**config.mk**
```make
export PLATFORM = sky130hd
export DESIGN_NAME = dice_roller_flat
export DESIGN_NICKNAME = d
export VERILOG_FILES = /design/src/rtl/dice_roller_if.sv /design/src/rtl/dice_roller.sv /design/src/flat_wrapper.sv
export SDC_FILE = /design/constraint.sdc
export NUM_CORES = 1
export LEC_CHECK = 0
export ABC_AREA = 1
export CAP_MARGIN = 20
export CORE_MARGIN = 5
export CORE_UTILIZATION = 40
export CTS_BUF_LIST = sky130_fd_sc_hd__clkbuf_8
export DETAILED_ROUTE_END_ITERATION = 10
export PLACE_DENSITY = 0.58
export SLEW_MARGIN = 10
export SYNTH_ARGS = -nofsm -noshare
export SYNTH_HDL_FRONTEND = slang
export SYNTH_SLANG_ARGS = --single-unit
```
**constraint.sdc**
```tcl
create_clock -name clock -period 1.7 [get_ports clock]
set_input_delay 0.51 -clock clock [delete_from_list [all_inputs] [get_ports clock]]
set_output_delay 0.51 -clock clock [all_outputs]
set_load 0.01 [all_outputs]
```
**src/rtl/dice_roller_if.sv**
```systemverilog
// Roll request and dice result bundle between the button/game side and the dice roller.
// The requester owns roll; the roller owns everything else.
interface dice_roller_if;
  logic       roll;
  logic [2:0] dice1;
  logic [2:0] dice2;
  logic       clock_en;
  logic [3:0] sum;
  logic       rolling;
  logic       done;

  modport master (output roll, input dice1, dice2, clock_en, sum, rolling, done);
  modport slave  (input roll, output dice1, dice2, clock_en, sum, rolling, done);
endinterface

```
**src/rtl/dice_roller.sv**
```systemverilog
// Two-dice roller: spins LFSR-derived faces for ROLL_CYCLES after a roll edge, then holds.
// Every dice change comes with a one-cycle clock_en so the display latches it.
module dice_roller #(
  parameter int unsigned ROLL_CYCLES = 16,
  parameter int unsigned TICK_DIV    = 4,
  parameter logic [15:0] LFSR_SEED   = 16'hACE1
) (
  input  logic          clock,
  input  logic          reset,
  dice_roller_if.slave  bus
);

  localparam int unsigned KW = (ROLL_CYCLES > 1) ? $clog2(ROLL_CYCLES) : 1;
  localparam int unsigned TW = (TICK_DIV > 1) ? $clog2(TICK_DIV) : 1;
  localparam logic [KW-1:0] K_LAST = KW'(ROLL_CYCLES - 1);
  localparam logic [TW-1:0] T_LAST = TW'(TICK_DIV - 1);

  typedef enum logic [1:0] {IDLE, ROLL, HOLD} state_t;

  state_t        state;
  logic [15:0]   lfsr;
  logic          roll_q;
  logic [KW-1:0] k;
  logic [TW-1:0] tick;
  logic [2:0]    d1;
  logic [2:0]    d2;
  logic [3:0]    s;
  logic          strobe;
  logic          rolling_r;
  logic          done_r;

  logic [15:0]   lfsr_next;
  logic [2:0]    cand1;
  logic [2:0]    cand2;
  logic [2:0]    new1;
  logic [2:0]    new2;
  logic [3:0]    new_sum;
  logic [TW-1:0] tick_next;
  logic          request;

  // Candidate faces outside 1..6 leave that die unchanged.
  always_comb begin
    lfsr_next = {lfsr[14:0], lfsr[15] ^ lfsr[13] ^ lfsr[12] ^ lfsr[10]};
    cand1     = lfsr[2:0];
    cand2     = lfsr[5:3];
    new1      = (cand1 >= 3'd1 && cand1 <= 3'd6) ? cand1 : d1;
    new2      = (cand2 >= 3'd1 && cand2 <= 3'd6) ? cand2 : d2;
    new_sum   = 4'(new1) + 4'(new2);
    tick_next = (tick == T_LAST) ? '0 : tick + TW'(1);
    request   = bus.roll & ~roll_q;
  end

  // Outputs are registered one edge ahead so new dice appear in the strobe cycle itself.
  always_ff @(posedge clock) begin
    if (reset) begin
      state     <= IDLE;
      lfsr      <= LFSR_SEED;
      roll_q    <= 1'b0;
      k         <= '0;
      tick      <= '0;
      d1        <= 3'd1;
      d2        <= 3'd1;
      s         <= 4'd2;
      strobe    <= 1'b0;
      rolling_r <= 1'b0;
      done_r    <= 1'b0;
    end else begin
      lfsr   <= lfsr_next;
      roll_q <= bus.roll;
      strobe <= 1'b0;
      done_r <= 1'b0;
      case (state)
        IDLE: begin
          if (request) begin
            state     <= ROLL;
            rolling_r <= 1'b1;
            k         <= '0;
            tick      <= '0;
            if (TICK_DIV == 1) begin
              d1     <= new1;
              d2     <= new2;
              s      <= new_sum;
              strobe <= 1'b1;
            end
          end
        end
        ROLL: begin
          if (k == K_LAST) begin
            state     <= HOLD;
            rolling_r <= 1'b0;
            done_r    <= 1'b1;
          end else begin
            k    <= k + KW'(1);
            tick <= tick_next;
            if (tick_next == T_LAST) begin
              d1     <= new1;
              d2     <= new2;
              s      <= new_sum;
              strobe <= 1'b1;
            end
          end
        end
        HOLD: begin
          // A held button parks here so it cannot retrigger.
          if (!bus.roll) state <= IDLE;
        end
        default: state <= IDLE;
      endcase
    end
  end

  assign bus.dice1    = d1;
  assign bus.dice2    = d2;
  assign bus.sum      = s;
  assign bus.clock_en = strobe;
  assign bus.rolling  = rolling_r;
  assign bus.done     = done_r;

endmodule

```
**src/flat_wrapper.sv**
```systemverilog
// flat-port wrapper written by rule: the top's interface ports become plain ports
module dice_roller_flat 
#(
  parameter int unsigned ROLL_CYCLES = 16,
  parameter int unsigned TICK_DIV    = 4,
  parameter logic [15:0] LFSR_SEED   = 16'hACE1
)
  (clock, reset, bus_roll, bus_dice1, bus_dice2, bus_clock_en, bus_sum, bus_rolling, bus_done);
  dice_roller_if bus_i ();
  input  logic clock;
  input  logic reset;
  input wire logic [$bits(bus_i.roll)-1:0] bus_roll;
  output wire logic [$bits(bus_i.dice1)-1:0] bus_dice1;
  output wire logic [$bits(bus_i.dice2)-1:0] bus_dice2;
  output wire logic [$bits(bus_i.clock_en)-1:0] bus_clock_en;
  output wire logic [$bits(bus_i.sum)-1:0] bus_sum;
  output wire logic [$bits(bus_i.rolling)-1:0] bus_rolling;
  output wire logic [$bits(bus_i.done)-1:0] bus_done;
  assign bus_i.roll = bus_roll;
  assign bus_dice1 = bus_i.dice1;
  assign bus_dice2 = bus_i.dice2;
  assign bus_clock_en = bus_i.clock_en;
  assign bus_sum = bus_i.sum;
  assign bus_rolling = bus_i.rolling;
  assign bus_done = bus_i.done;
  dice_roller #(.ROLL_CYCLES(ROLL_CYCLES), .TICK_DIV(TICK_DIV), .LFSR_SEED(LFSR_SEED)) u_core (.clock(clock), .reset(reset), .bus(bus_i));
endmodule
```
# ---- Word-level counts from Yosys, hierarchy flattened
# Index checks and enable logic that the tools add are counted.
dict set report totals {
  reg_bits 38
  in_bits 3
  out_inout_bits 13
  elab_cells 62
}
dict set report classes {
  n_addsub 3
  order_cmp 4
  n_eq_ne 9
  mux 18
  bitwise_logic 7
  reduce_logical 10
}
# op n
set op_table {}
lappend op_table {{2-to-1 mux 2 bit} 6}
lappend op_table {{AND reduction 3 bit} 4}
lappend op_table {{2-to-1 mux 4 bit} 2}
lappend op_table {{case mux 4 bit (2 select lines)} 1}
lappend op_table {{== test 2 bit, second input constant} 3}
lappend op_table {{greater-or-equal comparator 3 x 1 -> 1 bit, second input constant} 2}
lappend op_table {{less-or-equal comparator 3 bit, second input constant} 2}
lappend op_table {{2-to-1 mux 3 bit} 2}
lappend op_table {{case mux 2 bit (3 select lines)} 1}
lappend op_table {{adder 3 x 3 -> 4 bit} 1}
lappend op_table {{adder 4 x 1 -> 4 bit, second input constant} 1}
lappend op_table {{== test 4 bit, second input constant} 1}
lappend op_table {{2-to-1 mux 1 bit} 4}
lappend op_table {{!= test 2 x 1 -> 1 bit, second input constant} 2}
lappend op_table {{!= test 2 bit, second input constant} 2}
lappend op_table {{case mux 2 bit (2 select lines)} 1}
lappend op_table {{inverter 1 bit} 3}
lappend op_table {{OR reduction 3 bit} 1}
lappend op_table {{XOR 1 bit} 3}
lappend op_table {{adder 2 x 1 -> 2 bit, second input constant} 1}
lappend op_table {{== test 2 x 1 -> 1 bit, second input constant} 1}
lappend op_table {{logical AND 1 bit} 2}
lappend op_table {{logical NOT 2 bit} 1}
lappend op_table {{case mux 1 bit (2 select lines)} 1}
lappend op_table {{3 further kinds} 3}

# ---- Longest topological paths before layout
# Gate-level depths: netlist of the first run.
dict set report logic_depth {
  depth_word 4
  mapped_depth 11
}

# ---- Worst setup path after synthesis of the first run
# OpenSTA, ideal clock, no wires.
dict set report synth_path {
  kind {register to register}
  startpoint {reg u_core.lfsr[3]}
  endpoint {reg u_core.s[2] (netlist: u_core.bus.sum[2])}
  arrival_ps 1479
  setup_slack_ps 101
  path_stages_with_launch 10
  path_buffers 0
  synth_period_minus_slack_ps 1599
  cell_sequence {dfxtp_1 > inv_1 > nand3_1 > nand2_1 > a21boi_0 > ha_1 > fa_1 > xor2_1 > nand2_1 > a21oi_1}
}
dict set report synth_via {
  elab_chain_cells 4
}
# item line_no
set synth_lines {}
lappend synth_lines {{start: declaration} dice_roller.sv:21} ;# logic [15:0] lfsr;
lappend synth_lines {{start signal: assignment} dice_roller.sv:68} ;# lfsr <= lfsr_next;
lappend synth_lines {{greater-or-equal comparator 3 x 1 -> 1 bit / less-or-equal comparator 3 bit (equally long branches)} dice_roller.sv:47} ;# new2 = (cand2 >= 3'd1 && cand2 <= 3'd6) ? cand2 : d2;
lappend synth_lines {{logical AND 1 bit} dice_roller.sv:47}
lappend synth_lines {{2-to-1 mux 3 bit *} dice_roller.sv:47}
lappend synth_lines {{net u_core.new2[0]} dice_roller.sv:36} ;# logic [2:0] new2;
lappend synth_lines {{adder 3 x 3 -> 4 bit *} dice_roller.sv:48} ;# new_sum = 4'(new1) + 4'(new2);
lappend synth_lines {{end signal: assignment} dice_roller.sv:82} ;# s <= new_sum;
lappend synth_lines {{end signal: assignment} dice_roller.sv:98} ;# s <= new_sum;
lappend synth_lines {{end: declaration} dice_roller.sv:27} ;# logic [3:0] s;
# The timed path passes the listed nets; every way through them passes the cells marked *.
# A chain may end at the register's enable or synchronous reset.

# ---- Worst setup path in the final report of the first run
dict set report layout_path {
  startpoint {reg u_core.s[1] (netlist: u_core.bus.sum[1])}
  endpoint {out bus_sum[1]}
}
# item line_no
set layout_rtl {}
lappend layout_rtl {{end: declaration} flat_wrapper.sv:16} ;# output wire logic [$bits(bus_i.sum)-1:0] bus_sum;
# No word-level cell between the ends.

==> results of run 1 <==
-- power by group through the flow --
stage | clock (mW) | combinational [mW] | sequential, mW
detailed placement | 0 | 0.209 | 0.969
floorplan | 0 | 0.147 | 0.967
global route | 0.970 | 0.254 | 0.959
global placement | 0 | 0.209 | 0.970
finish | 0.916 | 0.223 | 0.952
CTS | 0.945 | 0.211 | 0.949
-- cell usage after synthesis, drive strengths merged --
cell type	instances
xor2	2
ha	6
nor2	20
and3	1
nand2	45
xnor2	1
buf	3
fa	1
clkbuf	1
nand3	15
dfxtp	38
clkinv	2
a21oi	16
inv	27
or2	6
a21boi	3
nor3b	1
o21ai	12
-- through the flow --
| stage | setup WS (ns) | utilization [%] |
|---|---|---|
| global route | 0.00135 | 52.4 |
| global placement | -0.00432 | 47.9 |
| finish | 0.0380 | 52.4 |
| floorplan | 0.101 | - |
| detailed placement | -0.0245 | 47.9 |
| CTS | 0.00605 | 51.3 |
-- cell type report --
class	instances	area, um2	area share, %
Clock buffer	5	68.8	3.31
Clock inverter	3	68.8	3.31
Timing Repair Buffer	27	248	11.9
Sequential cell	38	768	36.9
Multi-Input combinational cell	129	753	36.2
Tap cell	50	62.6	3.01
Inverter	29	110	5.29
-- how the worst max path moves through the flow --
stage	endpoint	startpoint	slack (ns)
after floorplan	u_core.bus.sum[2]$_SDFFE_PP0P_	u_core.lfsr[3]$_SDFF_PP0_	0.10
after global placement	u_core.tick[1]$_SDFFE_PP0P_	bus_roll	-0.004
after detailed placement	u_core.tick[0]$_SDFFE_PP0P_	bus_roll	-0.02
after CTS	bus_rolling	u_core.bus.rolling$_SDFFE_PP0P_	0.006
after global routing	bus_sum[1]	u_core.bus.sum[1]$_SDFFE_PP1P_	0.001
final	bus_sum[1]	u_core.bus.sum[1]$_SDFFE_PP1P_	0.04
-- repair_timing --
item,CTS,global route
endpoints found under the setup margin,6,8
pin swaps,0,1
endpoints found under the hold margin,0,0
resized for setup,6,26
-- registers in the layout (all words and copies together), names as in the netlist --
name and cells:
u_core.lfsr 16, u_core.bus.sum 4, u_core.k 4, u_core.bus.dice1 3, u_core.bus.dice2 3, u_core.state 2, u_core.tick 2, u_core.bus.clock_en 1
u_core.bus.done 1, u_core.bus.rolling 1, u_core.roll_q 1
-- kinds of logic after synthesis --
| family | count (synthesis) | share of synthesized area (%) |
|---|---|---|
| adder cells (fa/ha/maj) | 7 | 5.86 |
| AO/OA/AOI/OAI | 31 | 10.9 |
| XOR/XNOR | 3 | 1.62 |
| buffers and inverters | 33 | 8.33 |
| flip-flops | 38 | 46.9 |
| AND/OR/NAND/NOR | 88 | 26.4 |
-- per-layer routing --
metal | up-vias | track usage (%) | part of all wire [%]
met5 | - | 0 | 0
met1 | 516 | 16.4 | 52
met2 | 20 | 16.1 | 41
met3 | 5 | 4.24 | 6.1
li1 | 692 | - | -
met4 | 0 | 4.23 | 1.2
==> impl_metrics.csv, run 1 <==
group,metric,value,unit
detailed_routing,wl_per_cell,10.2,um
setup_path,critPathBufInv,1,
pwr,leakage,1.05,nW
detailed_routing,vias,1233,
grt,grt-ovfl-total,0,
detailed_routing,first_pass_iters,4,
grt,grt.total_usage,11.7,%
placement,placedCellCount,273,
timing,slew_headroom,80.5,%
setup_path,r2r_slack,0.08,ns
logic_synthesis,synthDominantCellAreaShare,46.9,%
setup_path,crit_chain,"clkdlybuf4s50_1",
layout,stdcell_area,0.00208,mm2
cts,cts_hold_buf,0,
layout,final_layout_size_suffix_gt1_share,23.4,%
cts,clockBufferDepth,2,
cts,cts_root_buffer,"clkbuf_8",
setup_path,cp_slowest_cell,"clkdlybuf4s50_1",
logic_synthesis,synth_seq_cells,38,
floorplan,die_area,0.00543,mm2
timing,max_slew.worst_pin.slew,0.293,ns
setup_path,slowest_delay,0.53,ns
logic_synthesis,seq_area_frac_synth,46.9,%
placement,routabilityCongestion,0.894,
timing,final.min_clock_period,1.66,ns
setup_path,start_kind,"flop",
layout,n_antenna_cell,0,
pwr,switchingPower,477,uW
setup_path,crit_family,"buffers and inverters",
pwr,power_density,1010,mW/mm2
pwr,power,2.09,mW
timing,finalSetupViolations,0,
detailed_routing,drt-total-wl,2.88,mm
floorplan,rows,23,
floorplan,pin_count,16,
detailed_routing,via_per_inst,4.39,
logic_synthesis,synth_area_leaders,"dfxtp_1, nand2_1, inv_1",
cts,cts_tree,"done",
setup_path,reg2reg_to,"u_core.bus.sum[1]$_SDFFE_PP1P_",
setup_path,required,1.19,ns
grt,grt_max_degree,16,
pwr,power_frac_comb,10.7,%
setup_path,critPathKind,"flop to output port",
layout,n_fill_cell,388,
min_path,hold_start,"u_core.lfsr[7]$_SDFF_PP1_",
timing,finalSetupTns,0,ns
pwr,power_frac_seq,45.5,%
grt,antenna_found_initial,0,
timing,skew,0.00177,ns
pwr,power_switching_share,22.8,%
detailed_routing,drtAntennaViolNets,0,
layout,instances_no_fill,281,
min_path,hold_end,"u_core.lfsr[8]$_SDFF_PP0_",
timing,grt_setup_unrepaired,"false",
cts,cts_sinks,38,
detailed_routing,drc,0,
detailed_routing,initialDrtViolationCount,50,
placement,place_hpwl,2.02,mm
setup_path,path_depth,1,
grt,grt_pass1_vias,1126,
setup_path,worstPathMaxFanout,2,
timing,drv_slew,0,
floorplan,core_area,0.00397,mm2
logic_synthesis,netlist.top_cell.by_area,"dfxtp_1",
floorplan,start_util,40.9,%
min_path,worstHoldPathCells,2,
logic_synthesis,synth_area,0.00162,mm2
logic_synthesis,synth_cells,200,
pwr,p_int,1.61,mW
outcome,outcome,"completed",
logic_synthesis,yosys_warnings,0,
pwr,vdd_drop_max,0.690,mV
min_path,hold_class,"flop to flop",
layout,syn_to_final_growth,28.1,%
cts,insertion_delay,0.28,ns
floorplan,die_h,73.7,um
placement,port-buffer-count,15,
timing,hold_viol,0,
cts,htreeDepth,2,
grt,grt_pass1_wl,4.86,mm
timing,hold_slack,0.411,ns
layout,final_nets,240,
setup_path,critPathArrivalTime,1.15,ns
logic_synthesis,synth_cell_types,29,
layout,final_common_cell,"nand2_1",
placement,post_dp_cell_area,0.00190,mm2
floorplan,die-width,73.7,um
setup_path,reg2regPathDepth,8,
setup_path,worstReg2RegStart,"u_core.lfsr[4]$_SDFF_PP0_",
timing,fmax,0.602,GHz
cts,clkTransAtPathRegs,0.08,ns
logic_synthesis,syn_area_per_cell,8.11,um2
cts,post_cts_buffers,0,
timing,fin_crit_sh,97.8,%
layout,layout_common_cells,"nand2_1, dfxtp_1, inv_1, nor2_1, nand3_1",
job,cap_violations,0,
logic_synthesis,syn_nets,210,
cts,cts-buffers-inserted,5,
setup_path,cp-end-kind,"output port",
pwr,pwr-share-clk,43.8,%
No activity file was read; power rests on OpenSTA's default activity.
==> inputs of run 2 (changes only) <==
- PLACE_DENSITY: 0.58 -> default
==> impl_metrics.csv, run 2 (same netlist as run 1, synthesis figures left out) <==
group,metric,value,unit
setup_path,required,1.94,ns
timing,drv_slew,0,
detailed_routing,drtAntennaViolNets,0,
cts,clkTransAtPathRegs,0.08,ns
cts,cts_root_buffer,"clkbuf_8",
cts,clockBufferDepth,2,
setup_path,crit_top_cell,"nand2_1",
layout,final_layout_size_suffix_gt1_share,22.5,%
pwr,leakage,1.10,nW
timing,hold_viol,0,
layout,layout_common_cells,"nand2_1, dfxtp_1, inv_1, nor2_1, nand3_1",
min_path,worstHoldPathCells,2,
pwr,power_density,1000,mW/mm2
timing,fin_crit_sh,97.0,%
pwr,vdd_drop_max,0.575,mV
layout,largest_reg_flops,16,
timing,fmax,0.606,GHz
cts,cts_tree,"done",
grt,grt_pass1_vias,1170,
timing,skew,0.00743,ns
detailed_routing,wl_per_cell,10.1,um
placement,dpl_worst_slack,-0.0373,ns
outcome,outcome,"completed",
timing,slew_headroom,79.8,%
cts,cts-buffers-inserted,5,
setup_path,slowest_delay,0.45,ns
timing,max_slew.worst_pin.slew,0.303,ns
detailed_routing,drc,0,
floorplan,die-width,73.7,um
min_path,hold_end,"u_core.lfsr[12]$_SDFF_PP0_",
timing,finalWorstSetupSlack,0.0504,ns
floorplan,pin_count,16,
setup_path,cp_slowest_cell,"fa_1",
setup_path,r2r_slack,0.05,ns
grt,grt.total_usage,12.2,%
timing,finalSetupTns,0,ns
floorplan,die_h,73.7,um
grt,antenna_found_initial,0,
detailed_routing,via_per_inst,4.50,
floorplan,die_area,0.00543,mm2
setup_path,cp-end-kind,"flop",
placement,routabilityCongestion,0.777,
detailed_routing,vias,1265,
setup_path,reg2regPathDepth,7,
cts,htreeDepth,2,
setup_path,crit_family,"adder cells",
detailed_routing,initialDrtViolationCount,42,
cts,insertion_delay,0.29,ns
timing,finalSetupViolations,0,
setup_path,start_kind,"flop",
layout,top_register,"u_core.lfsr",
cts,cts_sinks,38,
layout,final_nets,240,
setup_path,critPathArrivalTime,1.89,ns
placement,placedCellCount,273,
setup_path,critPathKind,"flop to flop",
job,cap_violations,0,
grt,grt_pass1_wl,5.02,mm
placement,place_hpwl,2.07,mm
timing,final.min_clock_period,1.65,ns
layout,n_antenna_cell,0,
floorplan,start_util,40.9,%
layout,syn_to_final_growth,28.9,%
layout,final_common_cell,"nand2_1",
min_path,hold_class,"flop to flop",
detailed_routing,drt-total-wl,2.83,mm
placement,port-buffer-count,15,
setup_path,critPathBufInv,1,
min_path,hold_start,"u_core.lfsr[11]$_SDFF_PP1_",
timing,grt_setup_unrepaired,"true",
setup_path,worstPathMaxFanout,4,
floorplan,rows,23,
cts,post_cts_buffers,0,
grt,grt-ovfl-total,0,
setup_path,crit_chain,"inv_2 > o21ai_0 > nand2_1 > fa_1 > xor2_1 > nand2_1 > a21oi_2",
layout,instances_no_fill,281,
setup_path,reg2reg_to,"u_core.bus.sum[2]$_SDFFE_PP0P_",
detailed_routing,first_pass_iters,4,
setup_path,worstReg2RegStart,"u_core.lfsr[5]$_SDFF_PP1_",
cts,cts_hold_buf,0,
grt,grt_max_degree,16,
floorplan,core_area,0.00397,mm2
run 2: changes by cell type in the layout (fill, tap and decap cells not counted), sizes merged:
| cell | change |
|---|---|
| clkdlybuf4s50 | -3 |
| dlymetal6s2s | +3 |
run 2: routing by layer:
metal  up-vias  GRT usage (%)  share of wire [%]
li1        686              -                  -
met1       554           15.2                 50
met2        18           18.4                 43
met3         7           4.38                5.8
met4         0           6.04                2.1
met5         -              0                  0
run 2: power by group:
part | switching, mW | leakage, nW | total [mW] | internal, mW
clock network | 0.333 | 0.0683 | 0.921 | 0.588
registers | 0.0243 | 0.313 | 0.953 | 0.928
logic | 0.120 | 0.717 | 0.217 | 0.0970
run 2: worst max-delay path by stage:
stage	from	end	slack (ns)	depth (start not counted)
after floorplan	u_core.lfsr[3]$_SDFF_PP0_	u_core.bus.sum[2]$_SDFFE_PP0P_	0.10	9
after global placement	bus_roll	u_core.tick[0]$_SDFFE_PP0P_	-0.03	8
after detailed placement	bus_roll	u_core.tick[0]$_SDFFE_PP0P_	-0.04	8
after CTS	u_core.bus.rolling$_SDFFE_PP0P_	bus_rolling	0.003	1
after global routing	u_core.lfsr[4]$_SDFF_PP0_	u_core.bus.sum[3]$_SDFFE_PP0P_	-0.05	10
final	u_core.lfsr[5]$_SDFF_PP1_	u_core.bus.sum[2]$_SDFFE_PP0P_	0.05	7
run 2: cell type report:
cell class | count | area [um2]
multi-input combinational | 129 | 747
clock inverter | 3 | 68.8
clock buffer | 5 | 68.8
fill | 395 | 1880
inverter | 29 | 110
sequential | 38 | 767
timing repair buffer | 27 | 268
tap | 50 | 62.6
run 2: worst min-delay path: cells and delay by family (launching register included):
family / cells / cell delay (ns)
flops: 1 / 0.30
buf+inv: 1 / 0.04
simple gates: 1 / 0.03
run 2: per-stage QoR:
step | util [%] | power [mW] | cell area [um2] | hold WS [ns]
floorplan | - | 1.11 | 1620 | 0.388
global placement | 48.2 | 1.18 | 1910 | 0.392
detailed placement | 48.2 | 1.18 | 1910 | 0.398
CTS | 51.6 | 2.11 | 2050 | 0.411
global route | 52.7 | 2.19 | 2090 | 0.420
finish | 52.7 | 2.09 | 2090 | 0.407
run 2: repair_timing:
| item | CTS | global route |
|---|---|---|
| gates cloned | 0 | 0 |
| pin swaps | 0 | 1 |
| setup endpoints to repair | 6 | 11 |
| gates resized for setup | 6 | 23 |
==> inputs of run 3 (changes only) <==
- CAP_MARGIN: 20 -> 30
==> results of run 3 <==
The final DEF is identical to that of run 2; final timing and power are the same.
